===== src/rtl/bcd_operand_loader_if.sv =====
// Operand-entry bus between the DE2 switch/key front end and the BCD operand loader.
interface bcd_operand_loader_if;
  logic [3:0] DigitIn;
  logic       CinIn;
  logic       KeyLoad_n;
  logic       KeyClear_n;
  logic [3:0] A;
  logic [3:0] B;
  logic       Cin;
  logic       Valid;
  logic       DigitErr;
  logic [1:0] State;

  // Board side: drives switches and keys, observes latched operands.
  modport master (
    output DigitIn, CinIn, KeyLoad_n, KeyClear_n,
    input  A, B, Cin, Valid, DigitErr, State
  );

  // Loader side.
  modport slave (
    input  DigitIn, CinIn, KeyLoad_n, KeyClear_n,
    output A, B, Cin, Valid, DigitErr, State
  );
endinterface


===== src/rtl/bcd_operand_loader.sv =====
// Captures BCD operand A, then B plus carry-in, on debounced load-key presses and
// holds them stable for the downstream one-digit BCD adder and HEX display.
module bcd_operand_loader #(
  parameter int unsigned DEBOUNCE_CYCLES = 500000,
  parameter int unsigned CNT_W           = 20
) (
  input logic                 CLOCK_50,
  input logic                 Reset,
  bcd_operand_loader_if.slave bus
);

  localparam int unsigned DIGIT_W = 4;
  localparam logic [CNT_W-1:0]   CNT_MAX   = CNT_W'(DEBOUNCE_CYCLES - 1);
  localparam logic [DIGIT_W-1:0] DIGIT_MAX = DIGIT_W'(9);

  typedef enum logic [1:0] {
    GET_A = 2'b00,
    GET_B = 2'b01,
    READY = 2'b10
  } state_t;

  logic               load_meta, load_sync;
  logic               clr_meta, clr_sync;
  logic [DIGIT_W-1:0] dig_meta, dig_sync;
  logic               cin_meta, cin_sync;

  logic [CNT_W-1:0]   cnt_q;
  logic               deb_q;
  logic               press_q;

  state_t             state_q, state_n;
  logic [DIGIT_W-1:0] a_q, a_n, b_q, b_n;
  logic               cin_q, cin_n, valid_q, valid_n, err_q, err_n;

  logic               clear_c;

  // Clear acts exactly like reset for the debouncer and the operand registers.
  assign clear_c = Reset | ~clr_sync;

  // Two-flop synchronisers for all asynchronous board inputs.
  always_ff @(posedge CLOCK_50) begin
    if (Reset) begin
      load_meta <= 1'b1;
      load_sync <= 1'b1;
      clr_meta  <= 1'b1;
      clr_sync  <= 1'b1;
      dig_meta  <= '0;
      dig_sync  <= '0;
      cin_meta  <= 1'b0;
      cin_sync  <= 1'b0;
    end else begin
      load_meta <= bus.KeyLoad_n;
      load_sync <= load_meta;
      clr_meta  <= bus.KeyClear_n;
      clr_sync  <= clr_meta;
      dig_meta  <= bus.DigitIn;
      dig_sync  <= dig_meta;
      cin_meta  <= bus.CinIn;
      cin_sync  <= cin_meta;
    end
  end

  // Load-key debouncer; press_q pulses for one cycle on a qualified 1->0 transition.
  always_ff @(posedge CLOCK_50) begin
    if (clear_c) begin
      cnt_q   <= '0;
      deb_q   <= 1'b1;
      press_q <= 1'b0;
    end else begin
      press_q <= 1'b0;
      if (load_sync == deb_q) begin
        cnt_q <= '0;
      end else if (cnt_q == CNT_MAX) begin
        cnt_q   <= '0;
        deb_q   <= load_sync;
        press_q <= deb_q;
      end else begin
        cnt_q <= cnt_q + CNT_W'(1);
      end
    end
  end

  // Entry FSM state and output registers.
  always_ff @(posedge CLOCK_50) begin
    if (clear_c) begin
      state_q <= GET_A;
      a_q     <= '0;
      b_q     <= '0;
      cin_q   <= 1'b0;
      valid_q <= 1'b0;
      err_q   <= 1'b0;
    end else begin
      state_q <= state_n;
      a_q     <= a_n;
      b_q     <= b_n;
      cin_q   <= cin_n;
      valid_q <= valid_n;
      err_q   <= err_n;
    end
  end

  // Next-state and next-output logic, only advanced by a debounced press.
  always_comb begin
    state_n = state_q;
    a_n     = a_q;
    b_n     = b_q;
    cin_n   = cin_q;
    valid_n = valid_q;
    err_n   = err_q;
    case (state_q)
      GET_A: begin
        if (press_q) begin
          if (dig_sync <= DIGIT_MAX) begin
            a_n     = dig_sync;
            err_n   = 1'b0;
            state_n = GET_B;
          end else begin
            err_n = 1'b1;
          end
        end
      end
      GET_B: begin
        if (press_q) begin
          if (dig_sync <= DIGIT_MAX) begin
            b_n     = dig_sync;
            cin_n   = cin_sync;
            err_n   = 1'b0;
            valid_n = 1'b1;
            state_n = READY;
          end else begin
            err_n = 1'b1;
          end
        end
      end
      READY: begin
        if (press_q) begin
          a_n     = '0;
          b_n     = '0;
          cin_n   = 1'b0;
          valid_n = 1'b0;
          state_n = GET_A;
        end
      end
      default: begin
        state_n = GET_A;
        a_n     = '0;
        b_n     = '0;
        cin_n   = 1'b0;
        valid_n = 1'b0;
        err_n   = 1'b0;
      end
    endcase
  end

  assign bus.A        = a_q;
  assign bus.B        = b_q;
  assign bus.Cin      = cin_q;
  assign bus.Valid    = valid_q;
  assign bus.DigitErr = err_q;
  assign bus.State    = 2'(state_q);

endmodule


===== src/flat_wrapper.sv =====
// flat-port wrapper written by rule: the top's interface ports become plain ports
module bcd_operand_loader_flat 
#(
  parameter int unsigned DEBOUNCE_CYCLES = 500000,
  parameter int unsigned CNT_W           = 20
)
  (CLOCK_50, Reset, bus_DigitIn, bus_CinIn, bus_KeyLoad_n, bus_KeyClear_n, bus_A, bus_B, bus_Cin, bus_Valid, bus_DigitErr, bus_State);
  bcd_operand_loader_if bus_i ();
  input logic CLOCK_50;
  input logic Reset;
  input wire logic [$bits(bus_i.DigitIn)-1:0] bus_DigitIn;
  input wire logic [$bits(bus_i.CinIn)-1:0] bus_CinIn;
  input wire logic [$bits(bus_i.KeyLoad_n)-1:0] bus_KeyLoad_n;
  input wire logic [$bits(bus_i.KeyClear_n)-1:0] bus_KeyClear_n;
  output wire logic [$bits(bus_i.A)-1:0] bus_A;
  output wire logic [$bits(bus_i.B)-1:0] bus_B;
  output wire logic [$bits(bus_i.Cin)-1:0] bus_Cin;
  output wire logic [$bits(bus_i.Valid)-1:0] bus_Valid;
  output wire logic [$bits(bus_i.DigitErr)-1:0] bus_DigitErr;
  output wire logic [$bits(bus_i.State)-1:0] bus_State;
  assign bus_i.DigitIn = bus_DigitIn;
  assign bus_i.CinIn = bus_CinIn;
  assign bus_i.KeyLoad_n = bus_KeyLoad_n;
  assign bus_i.KeyClear_n = bus_KeyClear_n;
  assign bus_A = bus_i.A;
  assign bus_B = bus_i.B;
  assign bus_Cin = bus_i.Cin;
  assign bus_Valid = bus_i.Valid;
  assign bus_DigitErr = bus_i.DigitErr;
  assign bus_State = bus_i.State;
  bcd_operand_loader #(.DEBOUNCE_CYCLES(DEBOUNCE_CYCLES), .CNT_W(CNT_W)) u_core (.CLOCK_50(CLOCK_50), .Reset(Reset), .bus(bus_i));
endmodule

===== config.mk =====
export PLATFORM = sky130hd
export DESIGN_NAME = bcd_operand_loader_flat
export DESIGN_NICKNAME = d
export VERILOG_FILES = /design/src/rtl/bcd_operand_loader_if.sv /design/src/rtl/bcd_operand_loader.sv /design/src/flat_wrapper.sv
export SDC_FILE = /design/constraint.sdc
export NUM_CORES = 1
export LEC_CHECK = 0
export BUFFER_PORTS_ARGS = -buffer_cell sky130_fd_sc_hd__buf_2
export CAP_MARGIN = 10
export CORE_MARGIN = 8
export CORE_UTILIZATION = 29
export CTS_BUF_LIST = sky130_fd_sc_hd__clkbuf_8
export DETAILED_ROUTE_END_ITERATION = 7
export GPL_TIMING_DRIVEN = 0
export SLEW_MARGIN = 20
export SYNTH_ARGS = -nofsm -noshare
export SYNTH_HDL_FRONTEND = slang
export SYNTH_SLANG_ARGS = --single-unit

===== constraint.sdc =====
create_clock -name CLOCK_50 -period 2.7 [get_ports CLOCK_50]
set_input_delay 0.54 -clock CLOCK_50 [delete_from_list [all_inputs] [get_ports CLOCK_50]]
set_output_delay 0.54 -clock CLOCK_50 [all_outputs]
set_load 0.01 [all_outputs]

# After elaboration in Yosys (flattened, before gate mapping)

Cells that the tools add are included.

Bits in writable memories: 0
Memory bits (read-only): 0
Memories: 0
Output and inout port bits: 13
Bits in latches: 0
Register bits: 49
Word-level logic and storage cells: 66
Input port bits: 9

Equality and inequality tests: 10
Order comparisons: 1
Bitwise operators: 7
Shifts and indexed selects: 0
Muxes and demuxes: 21
Divide/modulo/power cells: 0
$add $sub $neg: 1
Reductions and logical operators: 9
Multiply operators: 0

Operators by type and width:

| operator                                              | number |
|---|---|
| case mux 4 bit (3 select lines)                       | 2 |
| adder 20 x 1 -> 20 bit, second input constant         | 1 |
| equality test 20 x 19 -> 1 bit, second input constant | 1 |
| two-way mux 4 bit                                     | 3 |
| != test 2 x 1 -> 1 bit, second input constant         | 6 |
| two-way mux 2 bit                                     | 5 |
| AND reduction 4 bit                                   | 2 |
| two-way mux 1 bit                                     | 7 |
| NOT 1 bit                                             | 6 |
| case mux 1 bit (3 select lines)                       | 2 |
| case mux 2 bit (3 select lines)                       | 1 |
| OR reduction 3 bit                                    | 2 |
| AND reduction 5 bit                                   | 1 |
| <= comparator 4 bit, second input constant            | 1 |
| AND reduction 2 bit                                   | 2 |
| equality test 2 x 1 -> 1 bit, second input constant   | 1 |
| equality test 2 bit, second input constant            | 1 |
| zero test 2 bit                                       | 1 |
| case mux 1 bit (2 select lines)                       | 1 |
| OR reduction 2 bit                                    | 1 |
| equality test 1 bit                                   | 1 |
| OR 1 bit                                              | 1 |

# Longest topological paths before layout

Word-level depth: 4
Mapped depth: 7
Mapped depth without buffers: 5

# Worst setup path before layout

OpenSTA, ideal clock, no wires.

Path type: register -> register
Start: register u_core.cnt_q[0]
End: register u_core.cnt_q[16]
Setup slack: 1.113 ns
Data arrival time: 1.518 ns
Buffers on the path: 1
Cell stages (with the launch flop): 7
Clock period less this slack: 1.587 ns
Required time: 2.630 ns
Setup time: 0.070 ns
Path through: dfxtp_1 ha_1 and3_1 buf_2 nand2_1 or4_1 a21oi_1

Word-level cells in the longest chain between the ends: 2
Elaborated cells between the ends (all ways): 3
Those cells by class: 1 x add/sub; 1 x eq/ne; 1 x reduce/logical

Ends and longest elaborated chain:

| what                                                                           | line                     | text |
|---|---|---|
| start: declaration                                                             | bcd_operand_loader.sv:27 | `logic [CNT_W-1:0] cnt_q;` |
| start signal: assignment                                                       | bcd_operand_loader.sv:78 | `cnt_q <= cnt_q + CNT_W'(1);` |
| parallel branches: the longest is 2 deep, another holds adder 20 x 1 -> 20 bit | -                        |  |

Parallel ways; which one is timed is not known.
A chain may end at the register's enable or synchronous reset.

# Worst setup path after layout

Same ends and word-level chain as after synthesis.

==> flow_summary_export.csv <==
group,metric,value,unit
route,totalWireLength,3560,um
setup_path,cp_top_family,"simple AND/OR/NAND/NOR gates",
sta,rsz0062_at_grt,"false",
final_layout,multi_input_area,840.8,um2
grt,antenna_found_initial,0,
route,wl_per_cell,12.03,um
grt,gr-usage-all-layers,8.134,%
final_layout,fin_util,34.34,%
floorplanning,dieArea,9229,um2
final_layout,regArea,980.9,um2
route,drtAntennaViolNets,0,
synthesis,synth-seq-area-share,52.76,%
cts,cts_resized,0,
route,vias,1417,
sta,finalHoldViolations,0,
setup_path,critPathKind,"reg -> reg",
grt,grt_max_degree,19,
synthesis,synth_warnings,0,
final_layout,final_cells,296,
synthesis,yosysTopAreaCell,"dfxtp_1",
placement,routabilityCongestion,0.6949,
setup_path,reg2reg_from,"u_core.cnt_q[0]",
sta,setup_viol,0,
floorplanning,die_w,96.07,um
synthesis,synth_area_per_cell,9.786,um2
status,run_status,"finished, final reports clean",
floorplanning,row_count,29,
setup_path,path_max_fanout,7,
floorplanning,io_pins,22,
cts,clock_latency,0.31,ns
cts,cts_made_buffers,5,
setup_path,r2r_slack,0.87,ns
setup_path,crit_arrival,2.07,ns
worst_hold_path,min_from,"bus_KeyClear_n",
setup_path,crit_path_max_incr_delay,0.50,ns
synthesis,ys_dominant_reg_cell,"dfxtp_1",
placement,hpwl,2536,um
sta,worst_pin_slew,0.5269,ns
synthesis,synth_area_leaders,"dfxtp_1 (53%), xor2_1 (5.2%), nor2_1 (4.6%)",
setup_path,r2r-end,"u_core.cnt_q[16]",
floorplanning,start_util,29.62,%
worst_hold_path,hold_path.class,"in -> reg",
sta,slew_headroom,64.51,%
synthesis,ys_ff_latch,49,
synthesis,synth_cells,190,
final_layout,drive_gt1_share,18.72,%
synthesis,synth_nets,200,
synthesis,synth_cell_types,34,
cts,htree_levels,2,
floorplanning,die_h,96.07,um
cts,clockBufferDepth,2,
route,drc,0,
setup_path,r2r_cells,6,
worst_hold_path,hold_end,"u_core.clr_meta",
setup_path,timing.critical_path.buf_inv,1,
synthesis,netlist.area_leader.share,52.76,%
pwr,p_total,1.220,mW
route,drt_pre_antenna_iters,6,
cts,cts_tree,"done",
placement,post-place-cells,288,
sta,fin_crit_sh,67.88,%
sta,drv_slew,0,
setup_path,start_kind,"register",
setup_path,required,2.94,ns
pwr,power.density,565.7,nW/um2
final_layout,nNetsFinal,228,
setup_path,end_kind,"register",
pwr,p_leak,0.8029,nW
final_layout,antenna_cells,0,
synthesis,synth_enable_flop_cells,0,
sta,fmax,545.6,MHz
run,maxCapViolCount,0,
floorplanning,core_area,6277,um2
final_layout,synthToLayoutAreaGrowth,15.95,%
sta,tns,0,ns
synthesis,syn_area,1859,um2
final_layout,fillerInstances,642,
synthesis,async_flop_share,0,%
route,drt_iter0_markers,96,
route,vias_per_cell,4.787,
cts,path_clk_slew,0.10,ns
sta,finalCriticalPeriod,1.833,ns
cts,cts.sinks,49,
cts,post_cts_buffers,0,
cts,holdBufCountCts,0,
sta,hold_slack,0.4078,ns
worst_hold_path,hold_depth,2,
pwr,peakVddDrop,0.0002550,V
placement,numPortBuffers,21,
setup_path,cpMaxStageDelayCell,"or4_1",
grt,grt_overflow,0,
grt,first_global_vias,1280,
setup_path,path_cells,"ha_1, and3_1, buf_2, nand2_1, or4_1, a21oi_1",
sta,clock_skew,0.005214,ns
cts,root_buffer,"clkbuf_8",
grt,grt_pass1_wl,5885,um
-- report_power, final --
part	switching, mW	internal [mW]	leakage, nW	total [mW]
Clock	0.263	0.193	0.0495	0.456
Combinational	0.0148	0.0122	0.356	0.0270
Sequential	0.00446	0.732	0.398	0.737
Total	0.283	0.937	0.803	1.22
-- worst max-delay path by stage --
| stage | from | endpoint | slack, ns | depth (start not counted) |
|---|---|---|---|---|
| floorplan | u_core.cnt_q[0] | u_core.cnt_q[16] | 1.11 | 6 |
| detailed placement | u_core.cnt_q[0] | u_core.cnt_q[16] | 0.88 | 6 |
| CTS | u_core.cnt_q[0] | u_core.cnt_q[16] | 0.86 | 6 |
| global placement | u_core.cnt_q[0] | u_core.cnt_q[18] | 0.96 | 6 |
| global route | u_core.cnt_q[0] | u_core.cnt_q[16] | 0.72 | 6 |
| finish | u_core.cnt_q[0] | u_core.cnt_q[16] | 0.87 | 6 |
-- synth_stat cells, drive strengths merged (2+ instances only) --
cell and number:
nand3 10, or4 4, o31ai 4, or2 5
a21oi 10, nand2 10, a32o 5, or3 2
xor2 11, dfxtp 49, nand4 5, clkbuf 3
o21ai 5, mux2i 4, nor4b 2, nand2b 3
xnor2 3, nor2 23, and4 5, and3 3
buf 3, nor2b 11, inv 3
-- state kept, by name, summed over array words and instances (netlist names), 2 cells and up --
register,cells
u_core.bus.A,4
u_core.bus.State,2
u_core.dig_sync,4
u_core.dig_meta,4
u_core.cnt_q,20
u_core.bus.B,4
-- cells by family (layout without fill, tap and decap cells) --
family,Yosys count,after routing,synth area share [%]
DFF,49,49,52.76
muxes,4,4,2.154
buffers and inverters,9,38,2.019
xor gates and xnor gates,14,14,6.595
AOI/OAI and AO/OA,26,26,9.085
adders and majority gates,1,1,0.6728
and+or+nand+nor,87,87,26.72
-- per-stage QoR --
step / setup WS (ns) / cell area [um2]
floorplan: 1.113 / 1859
global placement: 0.9561 / 2061
detailed placement: 0.8798 / 2061
CTS: 0.8573 / 2156
global route: 0.7203 / 2156
finish: 0.8672 / 2156
-- cells in the final DEF, fill, tap and decap left out --
cell	synthesis	routed
a21oi_1	10	10
a31oi_1	1	1
a32o_1	5	5
and3_1	2	2
and3_2	1	1
and4_1	4	4
and4_4	1	1
buf_2	3	24
clkbuf_1	3	3
clkbuf_8	0	5
dfxtp_1	49	49
ha_1	1	1
inv_1	3	3
inv_6	0	3
mux2i_1	4	4
nand2_1	10	10
nand2b_1	3	3
nand3_1	10	10
nand4_1	4	4
nand4_4	1	1
nand4b_1	1	1
nor2_1	23	23
nor2b_1	11	11
nor3_1	1	1
nor4_1	1	1
nor4b_1	2	2
nor4bb_1	1	1
o211ai_1	1	1
o21ai_0	5	5
o31ai_1	4	4
or2_2	5	5
or3_1	1	1
or3_2	1	1
or4_1	4	4
xnor2_1	3	3
xor2_1	11	11
-- layout make-up --
type                            instances  share of cell area (%)
Buffer                                  6                   1.219
Inverter                                3                  0.5223
Tap cell                               77                   4.469
Clock buffer                            5                   3.192
Sequential cell                        49                   45.50
Timing Repair Buffer                   21                   4.875
Clock inverter                          3                   1.219
Multi-Input combinational cell        132                   39.00
-- layer usage --
metal  track usage [%]  share of wire (%)  vias to the layer above
li1                  -                  -                      726
met1             10.38                 49                      665
met2             11.69                 44                       20
met3             2.964                4.3                        6
met4             4.225                1.9                        0
met5                 0                  0                        -
Power figures use the tool's default switching activity.
